### config.mk
export PLATFORM = sky130hd
export DESIGN_NAME = i2c_master_ctrl
export DESIGN_NICKNAME = d
export VERILOG_FILES = /design/src/rtl/i2c_master_ctrl.sv
export SDC_FILE = /design/constraint.sdc
export NUM_CORES = 1
export LEC_CHECK = 0
export ABC_CLOCK_PERIOD_IN_PS = 2000
export BUFFER_PORTS_ARGS = -buffer_cell sky130_fd_sc_hd__buf_2
export CORE_MARGIN = 2
export CORE_UTILIZATION = 42
export CTS_CLUSTER_SIZE = 25
export DETAILED_ROUTE_END_ITERATION = 16
export GPL_TIMING_DRIVEN = 0
export SLEW_MARGIN = 20
export SYNTH_ARGS = -nofsm -noshare
export SYNTH_HDL_FRONTEND = slang
export SYNTH_SLANG_ARGS = --single-unit
export TNS_END_PERCENT = 100
### constraint.sdc
create_clock -name clk -period 2 [get_ports clk]
set_clock_uncertainty 0.1 [all_clocks]
set_input_delay 0.4 -clock clk [delete_from_list [all_inputs] [get_ports clk]]
set_output_delay 0.4 -clock clk [all_outputs]
set_load 0.03 [all_outputs]
### src/rtl/i2c_master_ctrl.sv
// Single-byte I2C master sequencer: START, address+R/W, ACK, one data byte, NACK/STOP.
// SCL timing comes from an external divider's strobes; SDA is updated one clk after each SCL fall.
module i2c_master_ctrl #(
    parameter int ADDR_W = 7,
    parameter int DATA_W = 8
) (
    input  logic              clk,
    input  logic              rst_n,
    input  logic              cmd_valid,
    output logic              cmd_ready,
    input  logic [ADDR_W-1:0] cmd_addr,
    input  logic              cmd_rw,
    input  logic [DATA_W-1:0] cmd_wdata,
    output logic [DATA_W-1:0] rdata,
    output logic              done,
    output logic              ack_err,
    output logic              busy,
    output logic              en_clk,
    input  logic              scl_posedge,
    input  logic              scl_negedge,
    output logic              scl_o,
    output logic              sda_o,
    output logic              sda_oe,
    input  logic              sda_i
);

    localparam int HDR_W   = ADDR_W + 1;
    localparam int CNT_MAX = (HDR_W > DATA_W) ? HDR_W : DATA_W;
    localparam int CNT_W   = (CNT_MAX > 1) ? $clog2(CNT_MAX) : 1;

    typedef enum logic [3:0] {
        IDLE, START, ADDR, ACK_A, WR, ACK_D, RD, MNACK, STOP
    } state_t;

    state_t             state_reg, state_next;
    logic [CNT_W-1:0]   cnt_reg, cnt_next;
    logic [HDR_W-1:0]   hdr_reg, hdr_next;
    logic [DATA_W-1:0]  wdata_reg, wdata_next;
    logic [DATA_W-1:0]  rdata_reg, rdata_next;
    logic               ack_smp_reg, ack_smp_next;
    logic               scl_reg, scl_next;
    logic               sda_oe_reg, sda_oe_next;
    logic               en_clk_reg, en_clk_next;
    logic               done_reg, done_next;
    logic               ack_err_reg, ack_err_next;
    logic               pos, neg;

    // Strobes only count while the divider is enabled; a coincident pair resolves to posedge.
    assign pos = en_clk_reg & scl_posedge;
    assign neg = en_clk_reg & scl_negedge & ~scl_posedge;

    always_ff @(posedge clk or negedge rst_n) begin
        if (!rst_n) begin
            state_reg   <= IDLE;
            cnt_reg     <= '0;
            hdr_reg     <= '0;
            wdata_reg   <= '0;
            rdata_reg   <= '0;
            ack_smp_reg <= 1'b0;
            scl_reg     <= 1'b1;
            sda_oe_reg  <= 1'b0;
            en_clk_reg  <= 1'b0;
            done_reg    <= 1'b0;
            ack_err_reg <= 1'b0;
        end else begin
            state_reg   <= state_next;
            cnt_reg     <= cnt_next;
            hdr_reg     <= hdr_next;
            wdata_reg   <= wdata_next;
            rdata_reg   <= rdata_next;
            ack_smp_reg <= ack_smp_next;
            scl_reg     <= scl_next;
            sda_oe_reg  <= sda_oe_next;
            en_clk_reg  <= en_clk_next;
            done_reg    <= done_next;
            ack_err_reg <= ack_err_next;
        end
    end

    // sda_oe_next is derived from the registered state, so SDA trails each state change by one clk.
    always_comb begin
        state_next   = state_reg;
        cnt_next     = cnt_reg;
        hdr_next     = hdr_reg;
        wdata_next   = wdata_reg;
        rdata_next   = rdata_reg;
        ack_smp_next = ack_smp_reg;
        scl_next     = scl_reg;
        sda_oe_next  = 1'b0;
        en_clk_next  = en_clk_reg;
        done_next    = 1'b0;
        ack_err_next = ack_err_reg;

        if (pos) begin
            scl_next = 1'b1;
        end else if (neg) begin
            scl_next = 1'b0;
        end

        case (state_reg)
            IDLE: begin
                if (cmd_valid) begin
                    hdr_next     = {cmd_addr, cmd_rw};
                    wdata_next   = cmd_wdata;
                    ack_err_next = 1'b0;
                    en_clk_next  = 1'b1;
                    sda_oe_next  = 1'b1;
                    state_next   = START;
                end
            end
            START: begin
                sda_oe_next = 1'b1;
                if (neg) begin
                    cnt_next   = CNT_W'(HDR_W - 1);
                    state_next = ADDR;
                end
            end
            ADDR: begin
                sda_oe_next = ~hdr_reg[cnt_reg];
                if (neg) begin
                    if (cnt_reg == '0) begin
                        state_next = ACK_A;
                    end else begin
                        cnt_next = cnt_reg - CNT_W'(1);
                    end
                end
            end
            ACK_A: begin
                if (pos) begin
                    ack_smp_next = sda_i;
                end
                if (neg) begin
                    if (ack_smp_reg) begin
                        ack_err_next = 1'b1;
                        state_next   = STOP;
                    end else begin
                        cnt_next   = CNT_W'(DATA_W - 1);
                        state_next = hdr_reg[0] ? RD : WR;
                    end
                end
            end
            WR: begin
                sda_oe_next = ~wdata_reg[cnt_reg];
                if (neg) begin
                    if (cnt_reg == '0) begin
                        state_next = ACK_D;
                    end else begin
                        cnt_next = cnt_reg - CNT_W'(1);
                    end
                end
            end
            ACK_D: begin
                if (pos) begin
                    ack_smp_next = sda_i;
                end
                if (neg) begin
                    if (ack_smp_reg) begin
                        ack_err_next = 1'b1;
                    end
                    state_next = STOP;
                end
            end
            RD: begin
                if (pos) begin
                    rdata_next = {rdata_reg[DATA_W-2:0], sda_i};
                end
                if (neg) begin
                    if (cnt_reg == '0) begin
                        state_next = MNACK;
                    end else begin
                        cnt_next = cnt_reg - CNT_W'(1);
                    end
                end
            end
            MNACK: begin
                if (neg) begin
                    state_next = STOP;
                end
            end
            STOP: begin
                sda_oe_next = 1'b1;
                // The final fall strobe is swallowed: SCL stays high while SDA is released.
                if (neg) begin
                    scl_next    = 1'b1;
                    sda_oe_next = 1'b0;
                    en_clk_next = 1'b0;
                    done_next   = 1'b1;
                    state_next  = IDLE;
                end
            end
            default: begin
                state_next = IDLE;
            end
        endcase
    end

    assign cmd_ready = (state_reg == IDLE);
    assign busy      = (state_reg != IDLE);
    assign rdata     = rdata_reg;
    assign done      = done_reg;
    assign ack_err   = ack_err_reg;
    assign en_clk    = en_clk_reg;
    assign scl_o     = scl_reg;
    assign sda_o     = 1'b0;
    assign sda_oe    = sda_oe_reg;

endmodule

# [After elaboration in Yosys (flattened, before gate mapping)]
# Index checks and enable logic that the tools add are counted.
[op_classes] n_reduce_logical=16 order_cmp=1 n_mul=0 n_eq_ne=24 add_sub_neg=1 bitwise_logic=6 div=0 n_mux=40 shifts=0
[ops] op="$mux W4" count=12
[ops] op="$pmux W4 S8" count=1
[ops] op="$ne A2 B2 Y1 const B" count=12
[ops] op="$eq A4 B3 Y1 const B" count=4
[ops] op="$mux W1" count=15
[ops] op="$mux W3" count=5
[ops] op="$reduce_and A11 Y1" count=1
[ops] op="$pmux W3 S3" count=1
[ops] op="$eq A4 B2 Y1 const B" count=2
[ops] op="$ne A2 B1 Y1 const B" count=4
[ops] op="$bmux W1 S3" count=2
[ops] op="$reduce_and A2 Y1" count=3
[ops] op="$reduce_and A6 Y1" count=1
[ops] op="$pmux W1 S5" count=1
[ops] op="$eq A4 B1 Y1 const B" count=1
[ops] op="$eq A4 B4 Y1 const B" count=1
[ops] op="$logic_not A4 Y1" count=1
[ops] op="$lt A3 B4 Y1 const B" count=1
[ops] op="$pmux W1 S2" count=2
[ops] op="$reduce_and A4 Y1" count=1
[ops] op="$reduce_bool A2 Y1" count=2
[ops] op="$reduce_bool A4 Y1" count=1
[ops] op="$reduce_or A2 Y1" count=2
[ops] op="$and A1 B1 Y1" count=3
[ops] op="other kinds (7)" count=9
[totals] latchBits=0 mem_count=0 out_inout_bits=16 ramBits=0 rom_bits=0 wordCells=99 register_bits=37 in_bits=22

# [Depth between registers and ports, before layout]
# Gate-level depths: netlist of run 1.
[logic_depth] word_depth=6 depth_mapped=7 depth_no_buf=6

# [Least setup slack after synthesis of run 1]
# Ideal clock, no wire load.
[synth_timing] kind="register to register" startpoint="register cnt_reg[0]" endpoint="register cnt_reg[0]" setup_ns=0.128 path_stages_with_launch=7 path_buffers=0 path_slack_ns=0.287 t_required_ns=1.772 synth_period_minus_slack_ns=1.713 t_arrival_ns=1.485 path_cell_list="dfrtp_1 inv_1 ha_1 or2b_1 a32oi_2 nor2_2 mux2_1"
[synth_via] elab_chain_len=4 word_cells_on_any_way=7 classes_between="1 x add/sub; 1 x eq/ne; 3 x mux; 2 x reduce/logical"
[synth_rtl] item="start: declaration" line="36" source="logic [CNT_W-1:0] cnt_reg, cnt_next;"
[synth_rtl] item="start signal: assignment" line="67" source="cnt_reg <= cnt_next;"
[synth_rtl] item="$sub A3 B1 Y3" line="124, 148, 171"
[synth_rtl] item="$mux W3" line="121, 145, 168"
[synth_rtl] item="$mux W3" line="120" source="if (neg) begin"
[synth_rtl] item="$pmux W3 S3" line="100" source="case (state_reg)"
# Parallel ways exist; a longest one is shown, timed or not. The select of a mux whose other input is x is not followed.
# A chain may end at the register's enable or synchronous reset.

# [Worst setup path in the final report of run 1]
# Same ends and word-level chain as after synthesis.

==> results of run 1 <==
layout by cell type (no fill, tap or decap), types with 3 or more instances in the layout:
cell / instances
nand2_1: 8
nand3_1: 3
dfrtp_1: 36
clkbuf_1: 4
inv_1: 6
mux4_2: 4
a21oi_1: 5
mux2_2: 14
o21ai_0: 6
buf_2: 36
clkbuf_8: 5
nor2_1: 5
buf_4: 3
mux2_4: 10
mux2_1: 3
cells in the mapped netlist (2+ instances only):
cell type	count	area, um2
mux2_2	14	158
dfrtp_1	36	901
mux2_1	3	33.8
a21oi_1	5	25.0
nor2_1	5	18.8
nor2b_2	2	17.5
nand2_4	2	22.5
buf_4	3	22.5
nor3_1	2	10.0
o21ai_1	2	10.0
inv_1	6	22.5
mux2_4	10	150
o22ai_1	2	12.5
ha_1	2	25.0
nand2_1	8	30.0
buf_6	2	22.5
nor2_4	2	22.5
o21ai_0	6	30.0
nand3_1	3	15.0
nor2_2	2	12.5
mux4_2	4	90.1
nand4_1	2	12.5
per-stage QoR:
| stage | std cells | area [um2] | worst slack [ns] |
|---|---|---|---|
| 2_1_floorplan | 147 | 1900 | 0.287 |
| 3_3_place_gp | 235 | 2150 | 0.179 |
| 3_5_place_dp | 235 | 2150 | 0.165 |
| 4_1_cts | 243 | 2230 | 0.149 |
| 5_1_grt | 243 | 2230 | 0.0539 |
| 6_report | 243 | 2230 | 0.163 |
worst max-delay path, cell delays in order, from the launching register on:
cell,delay (ns)
dfrtp_1,0.46
inv_1,0.13
ha_1,0.14
or2b_1,0.25
a32oi_2,0.25
nor2_2,0.07
mux2_1,0.32
routing by layer:
layer  vias up  wire (um)  track usage
met1       610       1500        0.194
met4         0         52       0.0566
li1        611          -            -
met2        22       1890        0.265
met5         -          0            0
met3         7        165       0.0436
how the worst max path moves through the flow:
stage / startpoint / to / slack [ns] / cells past startpoint
global route: cnt_reg[0]$_DFFE_PN0P_ / cnt_reg[0]$_DFFE_PN0P_ / 0.05 / 6
finish: cnt_reg[0]$_DFFE_PN0P_ / cnt_reg[0]$_DFFE_PN0P_ / 0.16 / 6
global placement: cnt_reg[1]$_DFFE_PN0P_ / cnt_reg[1]$_DFFE_PN0P_ / 0.18 / 6
CTS: cnt_reg[0]$_DFFE_PN0P_ / cnt_reg[0]$_DFFE_PN0P_ / 0.15 / 6
floorplan: cnt_reg[0]$_DFFE_PN0P_ / cnt_reg[0]$_DFFE_PN0P_ / 0.29 / 6
detailed placement: cnt_reg[0]$_DFFE_PN0P_ / cnt_reg[0]$_DFFE_PN0P_ / 0.17 / 6
power groups by stage:
| stage | combinational (W) | clock [W] | sequential, W |
|---|---|---|---|
| CTS | 0.00169 | 0.000512 | 0.00129 |
| detailed placement | 0.00168 | 0 | 0.00129 |
| global placement | 0.00165 | 0 | 0.00127 |
| global route | 0.00181 | 0.000551 | 0.00133 |
| floorplan | 0.00125 | 0 | 0.00135 |
| finish | 0.00167 | 0.000492 | 0.00128 |
cell type report:
type,instances,area share
Buffer,7,0.0309
Clock buffer,8,0.0359
Inverter,7,0.0140
Multi-Input combinational cell,96,0.393
Sequential cell,37,0.416
Tap cell,52,0.0292
Timing Repair Buffer,36,0.0809
logic make-up after synthesis:
family          after synthesis
mux                          32
buf+inv                      14
fa+ha+maj                     2
flops                        37
other cells                   1
xor+xnor                      1
simple gates                 40
compound gates               20
==> flow_metrics.env, run 1 <==
export IMPL_outcome="completed"
export IMPL_viasPerCell=5.14
export IMPL_root_buffer="clkbuf_8"
export IMPL_yosysWarnings=0
export IMPL_die_w_um=71.3
export IMPL_antenna_left=0
export IMPL_setup_tns_ns=0
export IMPL_setup_violations=0
export IMPL_syn_avg_cell_area_um2=12.9
export IMPL_crit_fanout=6
export IMPL_firstDrtPassIters=4
export IMPL_nNetsFinal=214
export IMPL_area_growth_pct=17.1
export IMPL_netlist_area_um2=1900
export IMPL_drc=0
export IMPL_grt_ovfl_total=0
export IMPL_drive_above_1_share=0.471
export IMPL_grt_pass1_wl_um=6160
export IMPL_seqPwrFrac=0.373
export IMPL_synthArstFlopShare=1.00
export IMPL_worstMarginPinSlew_ns=0.820
export IMPL_synth_compound_area_frac=0.0644
export IMPL_combPwrFrac=0.484
export IMPL_gp_congestion=0.865
export IMPL_seqCellArea_um2=927
export IMPL_p_int_w=0.00213
export IMPL_hpwl_um=2590
export IMPL_r2r_start="cnt_reg[0]$_DFFE_PN0P_"
export IMPL_rsz0062_at_grt="no"
export IMPL_coreArea_um2=4350
export IMPL_grt_pass1_vias=1285
export IMPL_synth_xor_area_share=0.00460
export IMPL_nFillCells=392
export IMPL_ys_flop_type="dfrtp_1"
export IMPL_synth_nets=171
export IMPL_switching_share=0.383
export IMPL_path_class="flop to flop"
export IMPL_ys_seq_area_frac=0.487
export IMPL_synth_top_family_by_area="multiplexers"
export IMPL_insertion_delay_ns=0.28
export IMPL_cts_sinks=37
export IMPL_synthAdderAreaFrac=0.0131
export IMPL_antenna_found_initial=0
export IMPL_p_leak_nw=1.10
export IMPL_r2r_end="cnt_reg[0]$_DFFE_PN0P_"
export IMPL_min_path_type="primary input to asynchronous set/reset pin"
export IMPL_avgRoutedWirePerCell_um=14.9
export IMPL_post_route_period_util=0.919
export IMPL_clk_pin_slew_worst_paths_ns=0.07
export IMPL_netlist_instances=147
export IMPL_power_switching_w=0.00132
export IMPL_slew_headroom=0.453
export IMPL_drv_slew=0
export IMPL_multi_input_area_um2=876
export IMPL_ys_seq_elements=37
export IMPL_synth_edf_count=0
export IMPL_fp_row_count=24
export IMPL_holdBufCountCts=0
export IMPL_synth_mux_area_frac=0.232
export IMPL_hold_slack_ns=0.107
export IMPL_io_pins=38
export IMPL_fmax_mhz=544
export IMPL_die_height_um=71.3
export IMPL_h_tree_depth=2
export IMPL_cp_end_kind="flop"
export IMPL_start_util=0.437
export IMPL_crit_arrival_ns=1.90
export IMPL_peakVddDrop_v=0.000619
export IMPL_cts_path_max_buffers=2
export IMPL_wirelength_um=3610
export IMPL_rrSetupSlack_ns=0.16
export IMPL_synth_simple_area_share=0.144
export IMPL_pwr_share_clk=0.143
export IMPL_vias=1250
export IMPL_drtIter0Drc=122
export IMPL_grt_max_degree=38
export IMPL_start_kind="flop"
export IMPL_cts_buffers=5
export IMPL_final_core_util=0.512
export IMPL_grt_usage=0.158
export IMPL_antenna_cells=0
export IMPL_cts_tree="done"
export IMPL_cts_setup_buffers=0
export IMPL_port_buffers=36
export IMPL_dieArea_um2=5090
export IMPL_post_cts_resized=0
export IMPL_fin_crit_ns=1.84
export IMPL_power_w=0.00344
export IMPL_worstPathRequired_ns=2.06
export IMPL_yosys_cell_types_count=46
export IMPL_maxCapViolCount=0
export IMPL_rr_worst_depth=6
export IMPL_finalHoldViolations=0
export IMPL_powerDensity_nw_per_um2=1550
Power figures use the tool's default switching activity.
==> inputs of run 2 (changes only) <==
--- a/config.mk
+++ b/config.mk
@@ -9,9 +9,9 @@
 export BUFFER_PORTS_ARGS = -buffer_cell sky130_fd_sc_hd__buf_2
 export CORE_MARGIN = 2
 export CORE_UTILIZATION = 42
-export CTS_CLUSTER_SIZE = 25
 export DETAILED_ROUTE_END_ITERATION = 16
 export GPL_TIMING_DRIVEN = 0
+export SETUP_SLACK_MARGIN = 0.4
 export SLEW_MARGIN = 20
 export SYNTH_ARGS = -nofsm -noshare
 export SYNTH_HDL_FRONTEND = slang
==> run 2 against run 1 <==
Compared with the run above: wire length grew 4.4%; critical path type is now flop to primary output; critical path depth down 1; critical endpoint is now cmd_ready; via count grew 5.4%; combinational power is 29% higher.
==> flow_metrics.env, run 2 (same netlist as run 1, synthesis figures left out) <==
export IMPL_rsz0062_at_grt="yes"
export IMPL_clk_pin_slew_worst_paths_ns=0.07
export IMPL_pwr_share_clk=0.163
export IMPL_cts_path_max_buffers=2
export IMPL_die_height_um=71.3
export IMPL_met3_usage=0.0450
export IMPL_grt_pass1_wl_um=6600
export IMPL_setup_violations=0
export IMPL_crit_arrival_ns=1.18
export IMPL_crit_fanout=8
export IMPL_start_util=0.437
export IMPL_power_switching_w=0.00146
export IMPL_dieArea_um2=5090
export IMPL_gp_congestion=0.848
export IMPL_cts_buffers=5
export IMPL_hpwl_um=2630
export IMPL_antenna_found_initial=0
export IMPL_maxCapViolCount=0
export IMPL_use_met1=0.219
export IMPL_p_leak_nw=1.24
export IMPL_drtIter0Drc=85
export IMPL_peakVddDrop_v=0.000706
export IMPL_grt_max_degree=38
export IMPL_combPwrFrac=0.527
export IMPL_io_pins=38
export IMPL_viasPerCell=5.07
export IMPL_fin_crit_ns=1.68
export IMPL_setup_tns_ns=0
export IMPL_coreArea_um2=4350
export IMPL_cts_sinks=37
export IMPL_holdBufCountCts=0
export IMPL_fp_row_count=24
export IMPL_outcome="completed"
export IMPL_die_w_um=71.3
export IMPL_drive_above_1_share=0.577
export IMPL_min_path_type="primary input to asynchronous set/reset pin"
export IMPL_hold_slack_ns=0.106
export IMPL_met2_usage=0.276
export IMPL_worstMarginPinSlew_ns=0.812
export IMPL_firstDrtPassIters=4
export IMPL_grt_ovfl_total=0
export IMPL_fmax_mhz=595
export IMPL_drc=0
export IMPL_post_route_period_util=0.840
export IMPL_start_kind="flop"
export IMPL_finalHoldViolations=0
export IMPL_powerDensity_nw_per_um2=1630
export IMPL_antenna_left=0
export IMPL_grt_usage=0.168
export IMPL_path_class="flop to primary output"
export IMPL_root_buffer="clkbuf_8"
export IMPL_layout_common_cells="dfrtp_1, buf_2, buf_4, mux2_2, mux2_4"
export IMPL_avgRoutedWirePerCell_um=14.5
export IMPL_nFillCells=355
export IMPL_busiest_layer="met2"
export IMPL_seqPwrFrac=0.310
export IMPL_area_growth_pct=31.8
export IMPL_p_int_w=0.00263
export IMPL_cp_end_kind="primary output"
export IMPL_wirelength_um=3770
export IMPL_port_buffers=36
export IMPL_insertion_delay_ns=0.28
export IMPL_power_w=0.00408
export IMPL_switching_share=0.357
export IMPL_antenna_cells=0
export IMPL_grt_pass1_vias=1361
export IMPL_slew_headroom=0.459
export IMPL_drv_slew=0
export IMPL_vias=1318
export IMPL_nNetsFinal=231
export IMPL_worstPathRequired_ns=1.50
export IMPL_h_tree_depth=2
export IMPL_cts_tree="done"
-- run 2: power by group through the flow --
stage	registers, W	clock network (W)	logic (W)
finish	0.00126	0.000666	0.00215
global route	0.00131	0.000731	0.00234
CTS	0.00126	0.000686	0.00200
detailed placement	0.00129	0	0.00169
global placement	0.00128	0	0.00166
floorplan	0.00136	0	0.00126
-- run 2: timing repair --
action                     CTS  global route
buffers inserted            14             2
gates resized for setup      7            14
cloned                       1             0
pin swaps                    2             5
hold endpoints to repair     0             0
setup endpoints to repair   11            34
-- run 2: metrics by stage --
stage | instances | util | setup WS [ns] | area (um2)
detailed placement | 235 | 0.495 | 0.267 | 2150
global route | 260 | 0.576 | 0.261 | 2510
global placement | 235 | 0.495 | 0.273 | 2150
floorplan | 147 | - | 0.358 | 1910
CTS | 258 | 0.558 | 0.320 | 2430
finish | 260 | 0.576 | 0.320 | 2510
-- run 2: final timing paths --
check	start	slack, ns	to	depth (start not counted)
hold reg to reg	rdata[7]$_DFFE_PN0P_	0.39	rdata[7]$_DFFE_PN0P_	1
min in group clk	cmd_addr[2]	0.24	hdr_reg[3]$_DFFE_PN0P_	2
setup / recovery	state_reg[1]$_DFFE_PN0P_	0.32	cmd_ready	5
hold / removal	rst_n	0.11	done$_DFF_PN0_	1
max in group asynchronous	rst_n	1.13	cnt_reg[1]$_DFFE_PN0P_	1
setup reg to reg	cnt_reg[0]$_DFFE_PN0P_	0.34	cnt_reg[1]$_DFFE_PN0P_	6
-- run 2: cell type report --
class,instances,area [um2],area share
plain buffers,7,70.1,0.0279
clock buffers,6,82.6,0.0329
clock inverters,2,37.5,0.0150
inverters,7,33.8,0.0135
multi-input cells,96,930,0.371
flip-flops and latches,37,930,0.371
well taps,52,65.1,0.0259
repair buffers,53,359,0.143
-- run 2: routing by layer --
layer  wire length (um)  vias to the layer above
met5                  0                        -
met4                 36                        0
met3                152                        4
met2               1950                       29
met1               1630                      637
li1                   -                      648
-- run 2: critical path: stages, from the launching register on --
cell and delay, ns:
dfrtp_1 0.37, buf_6 0.14, nor2_4 0.11, nand2_4 0.09, inv_8 0.06, buf_6 0.12
